$ cat src/rtl/regfile_wb_if.sv
// Writeback-source-to-register-file write-port bundle: requests, grants and the shared write port.
interface regfile_wb_if #(
    parameter int NREQ = 2,
    parameter int DW   = 32,
    parameter int AW   = 5
);
    logic                 hold;
    logic [NREQ-1:0]      req;
    logic [NREQ*AW-1:0]   req_addr;
    logic [NREQ*DW-1:0]   req_data;
    logic [NREQ-1:0]      gnt;
    logic                 regwrite;
    logic [AW-1:0]        wra;
    logic [DW-1:0]        wd;
    logic                 conflict;

    modport master (
        output hold, req, req_addr, req_data,
        input  gnt, regwrite, wra, wd, conflict
    );

    modport slave (
        input  hold, req, req_addr, req_data,
        output gnt, regwrite, wra, wd, conflict
    );
endinterface

$ cat src/rtl/regfile_wb_arbiter.sv
// Round-robin arbiter sharing one register-file write port among NREQ writeback sources.
// Optional REGFILE_WB_R0_DISCARD_EN: grants to register 0 still pulse gnt but suppress regwrite.
module regfile_wb_arbiter #(
    parameter int NREQ = 2,
    parameter int DW   = 32,
    parameter int AW   = 5
) (
    input  logic         clk,
    input  logic         rst,
    regfile_wb_if.slave  wb
);
    localparam int PW = (NREQ > 1) ? $clog2(NREQ) : 1;

    logic [PW-1:0]   ptr_reg, ptr_next;
    logic [NREQ-1:0] gnt_reg, gnt_next;
    logic            regwrite_reg, regwrite_next;
    logic [AW-1:0]   wra_reg, wra_next;
    logic [DW-1:0]   wd_reg, wd_next;
    logic            conflict_reg, conflict_next;

    logic [NREQ-1:0] elig;
    logic [PW-1:0]   win;
    logic            found;

    // The previous grant masks its own requester so a stale req is never granted twice.
    genvar gi;
    generate
        for (gi = 0; gi < NREQ; gi++) begin : g_elig
            assign elig[gi] = wb.req[gi] & ~gnt_reg[gi];
        end
    endgenerate

    // Scan downward so the eligible index closest to ptr is the last one written.
    always_comb begin
        int idx;
        idx   = 0;
        found = 1'b0;
        win   = '0;
        for (int k = NREQ - 1; k >= 0; k--) begin
            idx = int'(ptr_reg) + k;
            if (idx >= NREQ) idx = idx - NREQ;
            if (elig[idx]) begin
                found = 1'b1;
                win   = PW'(idx);
            end
        end
    end

    always_comb begin
        gnt_next      = '0;
        regwrite_next = 1'b0;
        conflict_next = 1'b0;
        wra_next      = wra_reg;
        wd_next       = wd_reg;
        ptr_next      = ptr_reg;
        if (!wb.hold && found) begin
            gnt_next[win] = 1'b1;
            wra_next      = wb.req_addr[int'(win)*AW +: AW];
            wd_next       = wb.req_data[int'(win)*DW +: DW];
`ifdef REGFILE_WB_R0_DISCARD_EN
            regwrite_next = (wb.req_addr[int'(win)*AW +: AW] != '0);
`else
            regwrite_next = 1'b1;
`endif
            ptr_next      = (int'(win) == NREQ - 1) ? '0 : PW'(int'(win) + 1);
            conflict_next = ($countones(elig) > 1);
        end
    end

    always_ff @(posedge clk) begin
        if (rst) begin
            ptr_reg      <= '0;
            gnt_reg      <= '0;
            regwrite_reg <= 1'b0;
            wra_reg      <= '0;
            wd_reg       <= '0;
            conflict_reg <= 1'b0;
        end else begin
            ptr_reg      <= ptr_next;
            gnt_reg      <= gnt_next;
            regwrite_reg <= regwrite_next;
            wra_reg      <= wra_next;
            wd_reg       <= wd_next;
            conflict_reg <= conflict_next;
        end
    end

    assign wb.gnt      = gnt_reg;
    assign wb.regwrite = regwrite_reg;
    assign wb.wra      = wra_reg;
    assign wb.wd       = wd_reg;
    assign wb.conflict = conflict_reg;
endmodule

$ cat src/flat_wrapper.sv
// flat-port wrapper written by rule: the top's interface ports become plain ports
module regfile_wb_arbiter_flat 
#(
    parameter int NREQ = 2,
    parameter int DW   = 32,
    parameter int AW   = 5
)
  (clk, rst, wb_hold, wb_req, wb_req_addr, wb_req_data, wb_gnt, wb_regwrite, wb_wra, wb_wd, wb_conflict);
  regfile_wb_if #(.NREQ(NREQ), .DW(DW), .AW(AW)) wb_i ();
  input  logic clk;
  input  logic rst;
  input wire logic [$bits(wb_i.hold)-1:0] wb_hold;
  input wire logic [$bits(wb_i.req)-1:0] wb_req;
  input wire logic [$bits(wb_i.req_addr)-1:0] wb_req_addr;
  input wire logic [$bits(wb_i.req_data)-1:0] wb_req_data;
  output wire logic [$bits(wb_i.gnt)-1:0] wb_gnt;
  output wire logic [$bits(wb_i.regwrite)-1:0] wb_regwrite;
  output wire logic [$bits(wb_i.wra)-1:0] wb_wra;
  output wire logic [$bits(wb_i.wd)-1:0] wb_wd;
  output wire logic [$bits(wb_i.conflict)-1:0] wb_conflict;
  assign wb_i.hold = wb_hold;
  assign wb_i.req = wb_req;
  assign wb_i.req_addr = wb_req_addr;
  assign wb_i.req_data = wb_req_data;
  assign wb_gnt = wb_i.gnt;
  assign wb_regwrite = wb_i.regwrite;
  assign wb_wra = wb_i.wra;
  assign wb_wd = wb_i.wd;
  assign wb_conflict = wb_i.conflict;
  regfile_wb_arbiter #(.NREQ(NREQ), .DW(DW), .AW(AW)) u_core (.clk(clk), .rst(rst), .wb(wb_i));
endmodule
$ cat config.mk
export PLATFORM = sky130hd
export DESIGN_NAME = regfile_wb_arbiter_flat
export DESIGN_NICKNAME = d
export VERILOG_FILES = /design/src/rtl/regfile_wb_if.sv /design/src/rtl/regfile_wb_arbiter.sv /design/src/flat_wrapper.sv
export SDC_FILE = /design/constraint.sdc
export NUM_CORES = 1
export LEC_CHECK = 0
export ABC_CLOCK_PERIOD_IN_PS = 1200
export CORE_MARGIN = 4
export CORE_UTILIZATION = 32
export CTS_CLUSTER_DIAMETER = 40
export DETAILED_ROUTE_END_ITERATION = 10
export GPL_TIMING_DRIVEN = 1
export PLACE_DENSITY = 0.78
export SYNTH_ARGS = -nofsm -noshare
export SYNTH_HDL_FRONTEND = slang
export SYNTH_SLANG_ARGS = --single-unit
$ cat constraint.sdc
create_clock -name clk -period 1.2 [get_ports clk]
set_clock_uncertainty 0.1 [all_clocks]
set_input_delay 0.24 -clock clk [delete_from_list [all_inputs] [get_ports clk]]
set_output_delay 0.24 -clock clk [all_outputs]
set_load 0.02 [all_outputs]
; Word-level counts from Yosys, hierarchy flattened
; Index checks and enable logic that the tools add are counted.
[classes]
addsub = 5
mul = 1
n_div = 0
order_cmp = 7
eq_ne = 0
shift = 2
muxes = 16
bitwise_logic = 5
n_reduce_logical = 4
[op_table]
columns = cell, count
row1 = "less-than comparator 32 x 3 -> 1 bit, second input constant", 2
row2 = 2-to-1 mux 32 bit, 2
row3 = indexed part select 64 x 7 -> 32 bit, 1
row4 = "greater-or-equal comparator 32 x 3 -> 1 bit, second input constant", 1
row5 = "> comparator 32 x 2 -> 1 bit, second input constant", 1
row6 = indexed part select 10 x 32 -> 5 bit, 1
row7 = "subtractor 32 x 3 -> 32 bit, second input constant", 1
row8 = 2-to-1 mux 1 bit, 13
row9 = "multiplier 1 x 3 -> 4 bit, second input constant", 1
row10 = inverter 1 bit, 3
row11 = "subtractor 1 x 2 -> 3 bit, second input constant", 1
row12 = adder 1 x 1 -> 2 bit, 1
row13 = "adder 1 x 1 -> 2 bit, second input constant", 1
row14 = AND 1 bit, 2
row15 = "greater-or-equal comparator 1 x 2 -> 1 bit, second input constant", 1
row16 = logical AND 1 bit, 2
row17 = "less-than comparator 1 x 2 -> 1 bit, second input constant", 1
row18 = OR reduction 2 bit, 1
row19 = "adder 1 bit, second input constant", 1
row20 = demux 1 bit (select 1 bit), 1
row21 = "greater-or-equal comparator 1 bit, second input constant", 1
row22 = zero test 1 bit, 1
[word_totals]
regBits = 42
latchBits = 0
ramBits = 0
rom_bits = 0
input_bits = 79
out_inout_bits = 41
wordCells = 46
memories = 0

; Logic depth before layout (Yosys ltp)
[depth]
word_depth = 12
mapped_depth = 6
ltp_nobuf = 4

; Least setup slack after synthesis
; OpenSTA, ideal clock, no wires.
[synth_path]
path_type = register -> register
start = reg u_core.gnt_reg[1], in the netlist u_core.wb.gnt[1]
end = reg u_core.wd_reg[0], in the netlist u_core.wb.wd[0]
setup_time_ns = 0.119
arrival_ns = 1.265
t_required_ns = 0.981
slack_ns = -0.284
stages_incl_launch_ff = 7
n_path_buf = 2
synth_period_minus_slack_ns = 1.484
cell_sequence = dfxtp_1 nand2b_4 o21bai_4 buf_8 buf_12 mux2i_1 o2bb2ai_1
[synth_between]
elab_chain_len = 8
elab_cells_between_ends = 14
cone_classes = shift (1) / mux (10) / bitwise (2) / reduce/logical (1)
[synth_rtl]
columns = item, line
row1 = start: declaration, regfile_wb_arbiter.sv:15  ; logic [NREQ-1:0] gnt_reg, gnt_next;
row2 = start signal: assignment, regfile_wb_arbiter.sv:80  ; gnt_reg <= gnt_next;
row3 = inverter 1 bit *, regfile_wb_arbiter.sv:29  ; assign elig[gi] = wb.req[gi] & ~gnt_reg[gi];
row4 = AND 1 bit *, regfile_wb_arbiter.sv:29
row5 = 2-to-1 mux 1 bit (implied by the code) (3 in a row), regfile_wb_arbiter.sv:42  ; if (elig[idx]) begin
row6 = 2-to-1 mux 1 bit (2 in a row), regfile_wb_arbiter.sv:42
row7 = indexed part select 64 x 7 -> 32 bit or logical AND 1 bit (tied branches), "regfile_wb_arbiter.sv:59, regfile_wb_arbiter.sv:56"
row8 = end signal: assignment, regfile_wb_arbiter.sv:83  ; wd_reg <= wd_next;
row9 = end: declaration, regfile_wb_arbiter.sv:18  ; logic [DW-1:0] wd_reg, wd_next;
; Mark *: on every way between the ends. The rest lies on a longest branch, timed or not. The select of a mux whose other input is x is not followed.
; A chain may end at the register's enable or synchronous reset.

; Worst setup path after layout
[layout_path]
start = reg u_core.gnt_reg[1], in the netlist u_core.wb.gnt[1]
end = reg u_core.wra_reg[2], in the netlist u_core.wb.wra[2]
[layout_between]
elab_chain_len = 9
elab_cells_between_ends = 15
cone_classes = mul (1) / shift (1) / mux (10) / bitwise (2) / reduce/logical (1)
[layout_rtl]
columns = item, line
row1 = inverter 1 bit *, regfile_wb_arbiter.sv:29
row2 = AND 1 bit *, regfile_wb_arbiter.sv:29
row3 = 2-to-1 mux 1 bit (implied by the code) (3 in a row), regfile_wb_arbiter.sv:42
row4 = 2-to-1 mux 1 bit (2 in a row), regfile_wb_arbiter.sv:42
row5 = multiplier 1 x 3 -> 4 bit, regfile_wb_arbiter.sv:58  ; wra_next = wb.req_addr[int'(win)*AW +: AW];
row6 = indexed part select 10 x 32 -> 5 bit, regfile_wb_arbiter.sv:58
row7 = end signal: assignment, regfile_wb_arbiter.sv:82  ; wra_reg <= wra_next;
row8 = end: declaration, regfile_wb_arbiter.sv:17  ; logic [AW-1:0] wra_reg, wra_next;
; Marks and branches as above.

==> results.rst <==
.. list-table::
   :header-rows: 1

   * - Metric
     - Value
   * - Ordered list of cells on the worst path
     - nand2b_4 -> o21bai_4 -> buf_6 -> buf_12 -> mux2i_2 -> o2bb2ai_1
   * - Core outline area
     - 0.00520 mm^2
   * - Fraction of final layout cells sized beyond drive strength 1
     - 27.2%
   * - Cell accounting for the most synthesized area
     - sky130_fd_sc_hd__dfxtp_1
   * - Int Power
     - 2.51 mW
   * - Starting utilization of the core area
     - between 30% and 40%
   * - Placed cell count
     - 327
   * - Count of warnings emitted by yosys
     - 0
   * - First-pass GRT wire length
     - 7.90 mm
   * - Synth Cell Area
     - ~0.0017 mm^2
   * - Post-Layout Cell Count
     - 342
   * - Req. time, crit path
     - 1280 ps
   * - Top Family by Delay on Critical Path
     - flip-flops
   * - Drc violations
     - 0
   * - Capturing element type of the critical path
     - register
   * - GR Util All Layers
     - 15.5%
   * - Fraction of power consumed by the clock network
     - 27.4%
   * - Site row count
     - 26
   * - Total power draw
     - 3.44 mW
   * - Top Ports
     - 120
   * - Endpoint arrival time on the critical path
     - 1490 ps
   * - Routed WL per cell
     - 15.4 um
   * - Class of the most critical setup path
     - register to register
   * - Top post-synthesis cells by area
     - sky130_fd_sc_hd__dfxtp_1 48%, sky130_fd_sc_hd__mux2i_1 21%, sky130_fd_sc_hd__o2bb2ai_1 19%
   * - Via-to-Cell Ratio
     - roughly 4.7
   * - Count of mapped cells out of synthesis
     - 142
   * - Count of endpoints failing hold in the final timing report
     - 0
   * - Fillcell total
     - 482
   * - Area growth from synthesis to layout
     - 77.1%
   * - Floorplan die height
     - 81.9 um
   * - Switching Share
     - 27.0%
   * - Overall die width
     - 81.9 um
   * - Area of the die
     - 0.00670 mm^2
   * - Routed wire length
     - 5.27 mm
   * - Fin nets
     - 350
   * - VDD IR max
     - roughly 580 uV
   * - Violated checks
     - negative setup slack
   * - Final core utilization
     - around three fifths
   * - Cell at the slowest stage of the critical path
     - sky130_fd_sc_hd__dfxtp_4
   * - Path category of the worst min-delay check
     - register to register
   * - Sequential area share after synthesis
     - 48.2%
   * - Highest achievable clock rate
     - 709 MHz
   * - Number of buffers inserted during clock tree synthesis
     - 5
   * - Area fraction of the dominant cell type after synthesis
     - 48.2%
   * - Cell Area, Placed
     - 0.00305 mm^2
   * - Net Count, Synth
     - ~220
   * - Clock latency of the later-clocked register in the worst-skew pair
     - 290 ps
   * - Critical path buffers and inverters
     - 2
   * - NetSw
     - around 0.93 mW
   * - Buffer depth of the longest clock path
     - 2
   * - Crit path max fanout
     - 6
   * - Post-detailed-route count of antenna-violating nets
     - 0
   * - N_diodes
     - 0
   * - Netlist cell types
     - 15
   * - Routability-driven placement congestion ratio
     - 0.661
   * - Minimum clock period
     - 1410 ps
   * - DRC violation total after the first TritonRoute iteration
     - 17
   * - Average instance area after synthesis
     - 12.3 um^2
   * - Via count of the first global-routing pass
     - about 1600
   * - Setup ws final
     - -211 ps
   * - Hold bufs inserted after CTS
     - 0
   * - Fraction of power consumed by combinational cells
     - 27.9%
   * - Final design instance area without fill
     - 0.00309 mm^2
   * - Maximum number of pins on one net before global-route repair
     - between 40 and 50
   * - Initial antenna violation count
     - 0
   * - Total of max-cap violations
     - 0
   * - Post-DP HPWL
     - 3.72 mm
   * - Leakage
     - 1.42 nW
   * - Clock sink count
     - 42
   * - Part of the total power dissipated in sequential elements
     - between 40 and 50%
   * - DP Worst Slack
     - -574 ps
   * - Worst-path clk slew
     - 80 ps
   * - Startpoint class of the critical path
     - register
   * - Final worst path period share
     - 118%
   * - Final Slew Violations
     - 0
   * - Result of the run
     - finished, violations left
   * - Unrepaired setup endpoints after global routing
     - true
   * - First-pass detailed-route iteration total
     - 2
   * - Worst slew margin
     - between 80% and 90%
   * - Power per standard cell area
     - 1110 mW/mm^2
   * - Finish-stage setup viols
     - 43
   * - Number of flip-flops in the largest register
     - 32
   * - Crit path largest cell delay
     - 340 ps
   * - Number of register bits inferred by synthesis
     - 42
   * - Total vias in the final route
     - about 1600
   * - Number of buffer cells added on primary ports
     - 119
   * - CTS root buffer
     - sky130_fd_sc_hd__clkbuf_8
   * - TritonCTS clock tree
     - built
   * - H-tree levels
     - 2
   * - Slew at the pin closest to its max-slew limit
     - 238 ps
   * - Remaining global-route overflow
     - 0
cells in the mapped netlist:
| cell type | n |
|---|---|
| sky130_fd_sc_hd__dfxtp_1 | 42 |
| sky130_fd_sc_hd__o2bb2ai_1 | 38 |
| sky130_fd_sc_hd__mux2i_1 | 37 |
| sky130_fd_sc_hd__buf_2 | 6 |
| sky130_fd_sc_hd__nor2_1 | 5 |
| sky130_fd_sc_hd__buf_12 | 2 |
| sky130_fd_sc_hd__buf_4 | 2 |
| sky130_fd_sc_hd__clkbuf_1 | 2 |
| sky130_fd_sc_hd__nand2b_4 | 2 |
| sky130_fd_sc_hd__a21oi_2 | 1 |
| sky130_fd_sc_hd__buf_8 | 1 |
| sky130_fd_sc_hd__inv_1 | 1 |
| sky130_fd_sc_hd__nand2b_1 | 1 |
| sky130_fd_sc_hd__nor3_2 | 1 |
| sky130_fd_sc_hd__o21bai_4 | 1 |
final timing paths:
| path | startpoint | end | slack (ps) | cells after the start |
|---|---|---|---|---|
| setup / recovery | u_core.wb.gnt[1]$_SDFF_PP0_ | u_core.wb.wra[2]$_SDFFE_PP0P_ | -210 | 6 |
| hold / removal | u_core.wb.wd[6]$_SDFFE_PP0P_ | u_core.wb.wd[6]$_SDFFE_PP0P_ | 360 | 1 |
| setup reg to reg | u_core.wb.gnt[1]$_SDFF_PP0_ | u_core.wb.wra[2]$_SDFFE_PP0P_ | -210 | 6 |
| hold reg to reg | u_core.wb.wd[6]$_SDFFE_PP0P_ | u_core.wb.wd[6]$_SDFFE_PP0P_ | 360 | 1 |
layout by cell type, fill, tap and decap left out, types with 2 or more instances in the layout:
| cell type | count |
|---|---|
| sky130_fd_sc_hd__dlygate4sd2_1 | 3 |
| sky130_fd_sc_hd__mux2i_1 | 34 |
| sky130_fd_sc_hd__nand2b_4 | 2 |
| sky130_fd_sc_hd__dfxtp_1 | 40 |
| sky130_fd_sc_hd__nor2_1 | 4 |
| sky130_fd_sc_hd__mux2i_2 | 3 |
| sky130_fd_sc_hd__o2bb2ai_1 | 38 |
| sky130_fd_sc_hd__buf_12 | 6 |
| sky130_fd_sc_hd__buf_4 | 8 |
| sky130_fd_sc_hd__buf_16 | 2 |
| sky130_fd_sc_hd__clkbuf_8 | 6 |
| sky130_fd_sc_hd__clkdlybuf4s50_1 | 76 |
| sky130_fd_sc_hd__buf_2 | 37 |
| sky130_fd_sc_hd__buf_6 | 2 |
cell type report:
type	instances	area, um^2	share of cell area, %
timing repair buffer	135	1250	40.6
sequential	42	846	27.4
multi-input combinational	86	807	26.1
tap	70	87.6	2.83
clock buffer	7	86.3	2.79
clock inverter	1	5.00	0.162
inverter	1	3.75	0.121
metal layers:
layer	part of all wire, %	up-vias	global-route usage (%)
li1	-	790	-
met1	40	724	17.6
met2	47	73	25.6
met3	12	4	7.46
met4	0.68	0	4.49
met5	0	-	0
per-stage QoR:
stage	TNS, ps	hold slack (ps)
after detailed placement	-24020	346
final	-7220	361
after global placement	-23160	344
after floorplan	-5470	296
after CTS	-8100	365
after global routing	-9960	377
timing repair:
| action | CTS | global route |
|---|---|---|
| endpoints found under the setup margin | 83 | 46 |
| gates resized for setup | 168 | 9 |
| pin swaps | 3 | 6 |
| setup buffers | 3 | 1 |
| gates cloned | 3 | 1 |
power groups by stage:
stage	clock, mW	combinational (mW)	sequential, mW
floorplan	0	0.319	1.69
global placement	0	0.949	1.57
detailed placement	0	0.960	1.57
CTS	0.974	0.953	1.54
global route	1.05	1.03	1.55
finish	0.942	0.961	1.54
worst register-to-register path: cells and delay by family (launching register included):
family          cells  cell delay, ps
mux                 1             180
flops               1             340
buf+inv             2             270
compound gates      2             260
simple gates        1             140
cells by family (layout without fill, tap and decap cells):
kind of cell	after synthesis	count (layout)	share of synthesized area, %
mux	37	37	21.2
flops	42	42	48.2
buf+inv	14	144	6.38
simple gates	9	9	3.58
compound gates	40	40	20.6
No activity file was read; power rests on OpenSTA's default activity.
==> patch 1 (same flow settings) <==
The option `REGFILE_WB_R0_DISCARD_EN` is turned on by a define.
--- a/src/rtl/regfile_wb_arbiter.sv
+++ b/src/rtl/regfile_wb_arbiter.sv
@@ -2,2 +2,4 @@
 // Optional REGFILE_WB_R0_DISCARD_EN: grants to register 0 still pulse gnt but suppress regwrite.
+`define REGFILE_WB_R0_DISCARD_EN
+
 module regfile_wb_arbiter #(
Behaviour: not the same (Yosys sat finds a counterexample within 4 cycles, from zero or initial values and one cycle with rst high).
==> patch 1 against the unedited design <==
The run still ends with setup timing left. Area after synthesis grew 2.2%. Critical path type unchanged. Worst hold slack got worse by 100 ps. Non-clock buffer count is 5 higher. Final area rose by 2.4%. Fmax down 2.2%. Critical path depth unchanged. Worst setup slack got worse by 32 ps. Die area rose by 1.9%. Core utilization up 1.0 points. Sequential cell count is the same. Largest power group unchanged. Total power grew 4.2%. Routed wire length barely moved.
==> patch 1: results (changes against the unedited design) <==
status finished with violations (unchanged); failing checks setup timing (unchanged); Non-CTS buffers 140 (was 135); Iteration-0 DRC Markers 18 (was 17); M1 WL 2060 um (was 2120 um); M1 GR Usage 15.1% (was 17.6%); Avg Cell Area, Syn 12.2 um2 (was 12.3 um2); Setup WS pre-CTS -592 ps (was -574 ps); fraction of area in multi-input gates 27.6% (was 26.1%); Worst Slack Setup Final -243 ps (was -211 ps); met2 WL 2530 um (was 2470 um); top cells by count, synth dfxtp_1 (42), o2bb2ai_1 (38), mux2i_1 (37) (unchanged); Inverters 0 (was 1); post-synthesis sequential area ratio 47.2% (was 48.2%); Critical Path Max Stage Delay 320 ps (was 340 ps); Final GP Congestion 0.692 (was 0.661); VDD IR max 0.601 mV (was 0.575 mV); dpl hpwl 3930 um (was 3720 um); NonClk Buf Share 39.4% (was 40.6%); share of cells above drive strength 1 30.2% (was 27.2%); final setup TNS -7890 ps (was -7220 ps); Post-Place Cell Area 3110 um2 (was 3050 um2); Critical Path Sink u_core.wb.wd[9]$_SDFFE_PP0P_ (was u_core.wb.wra[2]$_SDFFE_PP0P_); post-synthesis cell type count 16 (was 15); Clock buffer cells 6 (was 7); leakage dissipation 0.00144 uW (was 0.00142 uW); switching part of the total power 25.8% (was 27.0%); final number of setup-violating endpoints 42 (was 43); worst slew pin tran 166 ps (was 238 ps); Filler cells 479 (was 482); first-pass detailed-route iteration total 4 (was 2); per-cell routed wire length 15.0 um (was 15.4 um); synthesized net count 225 (was 221); met2 usage 26.2% (was 25.6%); vias 1650 (was 1591); Max stage delay cell, worst path dfxtp_2 (was dfxtp_4); first-pass GRT wire length 7600 um (was 7900 um); hold endpoint u_core.wb.conflict$_SDFF_PP0_ (was u_core.wb.wd[6]$_SDFFE_PP0P_); Total GRT Usage 14.8% (was 15.5%); Met3 Wirelength 607 um (was 654 um); FF-to-FF Start u_core.wb.gnt[0]$_SDFF_PP0_ (was u_core.wb.gnt[1]$_SDFF_PP0_); Register Area 847 um2 (was 846 um2); Hold Startpoint wb_req[1] (was u_core.wb.wd[6]$_SDFFE_PP0P_); largest net degree at the start of global routing 32 (was 43)
## patch 1: power groups by stage
| stage | sequential, uW | combinational [uW] | clock [uW] |
|---|---|---|---|
| 4_1_cts | 1540 | 897 | 1120 |
| 3_5_place_dp | 1570 | 974 | 0 |
| 5_1_grt | 1560 | 1030 | 1180 |
| 3_3_place_gp | 1570 | 964 | 0 |
| 6_report | 1540 | 961 | 1080 |
| 2_1_floorplan | 1690 | 327 | 0 |
## patch 1: cells by family after synthesis
family / share of synthesized area, %
simple gates: 4.56
buf+inv: 6.60
compound gates: 20.9
flops: 47.2
mux: 20.8
## patch 1: through the flow
| step | std cells | util, % |
|---|---|---|
| global route | 351 | 60.4 |
| global placement | 336 | 59.4 |
| finish | 351 | 60.4 |
| floorplan | 146 | - |
| detailed placement | 336 | 59.4 |
| CTS | 344 | 58.0 |
## patch 1: timing repair
action,in CTS,in global routing
cloned,0,3
setup endpoints to repair,82,46
pin swaps,0,2
buffers inserted,0,4
hold endpoints to repair,0,0
resized for setup,163,12
==> patch 2 (config.mk and constraints unchanged) <==
Without the edit above. `wd_reg` no longer has a reset.
--- a/src/rtl/regfile_wb_arbiter.sv
+++ b/src/rtl/regfile_wb_arbiter.sv
@@ -75,3 +75,2 @@
             wra_reg      <= '0;
-            wd_reg       <= '0;
             conflict_reg <= 1'b0;
@@ -82,5 +81,8 @@
             wra_reg      <= wra_next;
-            wd_reg       <= wd_next;
             conflict_reg <= conflict_next;
         end
+    end
+
+    always_ff @(posedge clk) begin
+        wd_reg <= wd_next;
     end
Check against the original RTL: not equivalent (a bounded check fails within 4 cycles, from zero or initial values and one cycle with rst high).
==> patch 2 against the unedited design <==
Routed wire length grew 3.1%. Sequential cell count unchanged. Sequential power rose by 12%. Synthesized cell count fell by 15%. Total power is 6.8% higher. Worst setup slack lost 160 ps. Area after synthesis increased by 13%. Final area grew 14%. Highest routed layer unchanged. The run still ends with setup timing left. Clock power is 9.0% lower.
==> patch 2: results (changes against the unedited design) <==
status finished with violations (unchanged); failing checks setup timing (unchanged); M1 GR Usage 14.8% (was 17.6%); Inverters 7 (was 1); met2 WL 2970 um (was 2470 um); Clock buffer cells 6 (was 7); largest net degree at the start of global routing 22 (was 43); first-pass detailed-route iteration total 4 (was 2); Final GP Congestion 0.754 (was 0.661); Vias/cell 4.58 (was 4.65); Setup WS pre-CTS -739 ps (was -574 ps); final number of setup-violating endpoints 75 (was 43); share of cells above drive strength 1 47.1% (was 27.2%); first-pass GRT wire length 7960 um (was 7900 um); Avg Cell Area, Syn 16.4 um2 (was 12.3 um2); CP delay by family, top simple AND/OR/NAND/NOR gates (was flip-flops); dpl hpwl 4060 um (was 3720 um); Worst Slack Setup Final -367 ps (was -211 ps); nets@finish 339 (was 350); Post-Place Cell Area 3370 um2 (was 3050 um2); final setup TNS -23620 ps (was -7220 ps); synthesized net count 200 (was 221); Max Clk Rate 638 MHz (was 709 MHz); fraction of area in multi-input gates 25.0% (was 26.1%); top cells by count, synth edfxtp_1 (32), mux2_4 (29), a221oi_1 (10), dfxtp_1 (10), inv_1 (7) (was dfxtp_1 (42), o2bb2ai_1 (38), mux2i_1 (37)); number of global-route vias before repair 1603 (was 1607); Final min period 1570 ps (was 1410 ps); post-synthesis sequential area ratio 58.7% (was 48.2%); Met3 Wirelength 461 um (was 654 um); Iteration-0 DRC Markers 40 (was 17); placed insts 323 (was 327)
==> patch 2: logic make-up (layout without fill, tap and decap cells) <==
group                  after synthesis  in the layout  share of synthesized area, %
AOI/OAI and AO/OA                   17             17                          6.45
buffers and inverters               15            155                          4.80
DFF                                 42             42                          58.7
muxes                               32             32                          23.7
and+or+nand+nor                     15             15                          6.38
==> patch 2: worst register-to-register path: stages, from the launching register on <==
cell,delay [ps]
dfxtp_4,350
nand2b_4,150
nor2_4,210
buf_12,190
mux2_4,310
==> patch 2: final timing paths <==
kind                                 startpoint                            end  cells past startpoint
hold reg to reg   u_core.wb.wra[1]$_SDFFE_PP0P_  u_core.wb.wra[1]$_SDFFE_PP0P_                      2
setup / recovery    u_core.wb.gnt[1]$_SDFF_PP0_      u_core.wb.wd[5]$_DFFE_PP_                      4
hold / removal    u_core.wb.wra[1]$_SDFFE_PP0P_  u_core.wb.wra[1]$_SDFFE_PP0P_                      2
setup reg to reg    u_core.wb.gnt[1]$_SDFF_PP0_      u_core.wb.wd[5]$_DFFE_PP_                      4
==> patch 2: metrics by stage <==
stage                     util [%]  hold slack, ps
after floorplan                  -             315
after global placement        56.6             352
after detailed placement      56.6             361
after CTS                     57.9             371
after global routing          59.3             398
final                         59.3             381
==> patch 2: power groups by stage <==
stage,registers [uW],clock network (uW),logic [uW]
detailed placement,1760,0,1040
global placement,1760,0,1020
floorplan,1890,0,371
global route,1740,959,1150
CTS,1730,894,1060
finish,1730,857,1090
==> patch 2: timing repair <==
item	4_1_cts	5_1_grt
hold endpoints to repair	0	0
endpoints found under the setup margin	114	85
setup buffers	3	3
pin swaps	8	7
cloned	1	0
gates resized for setup	189	33
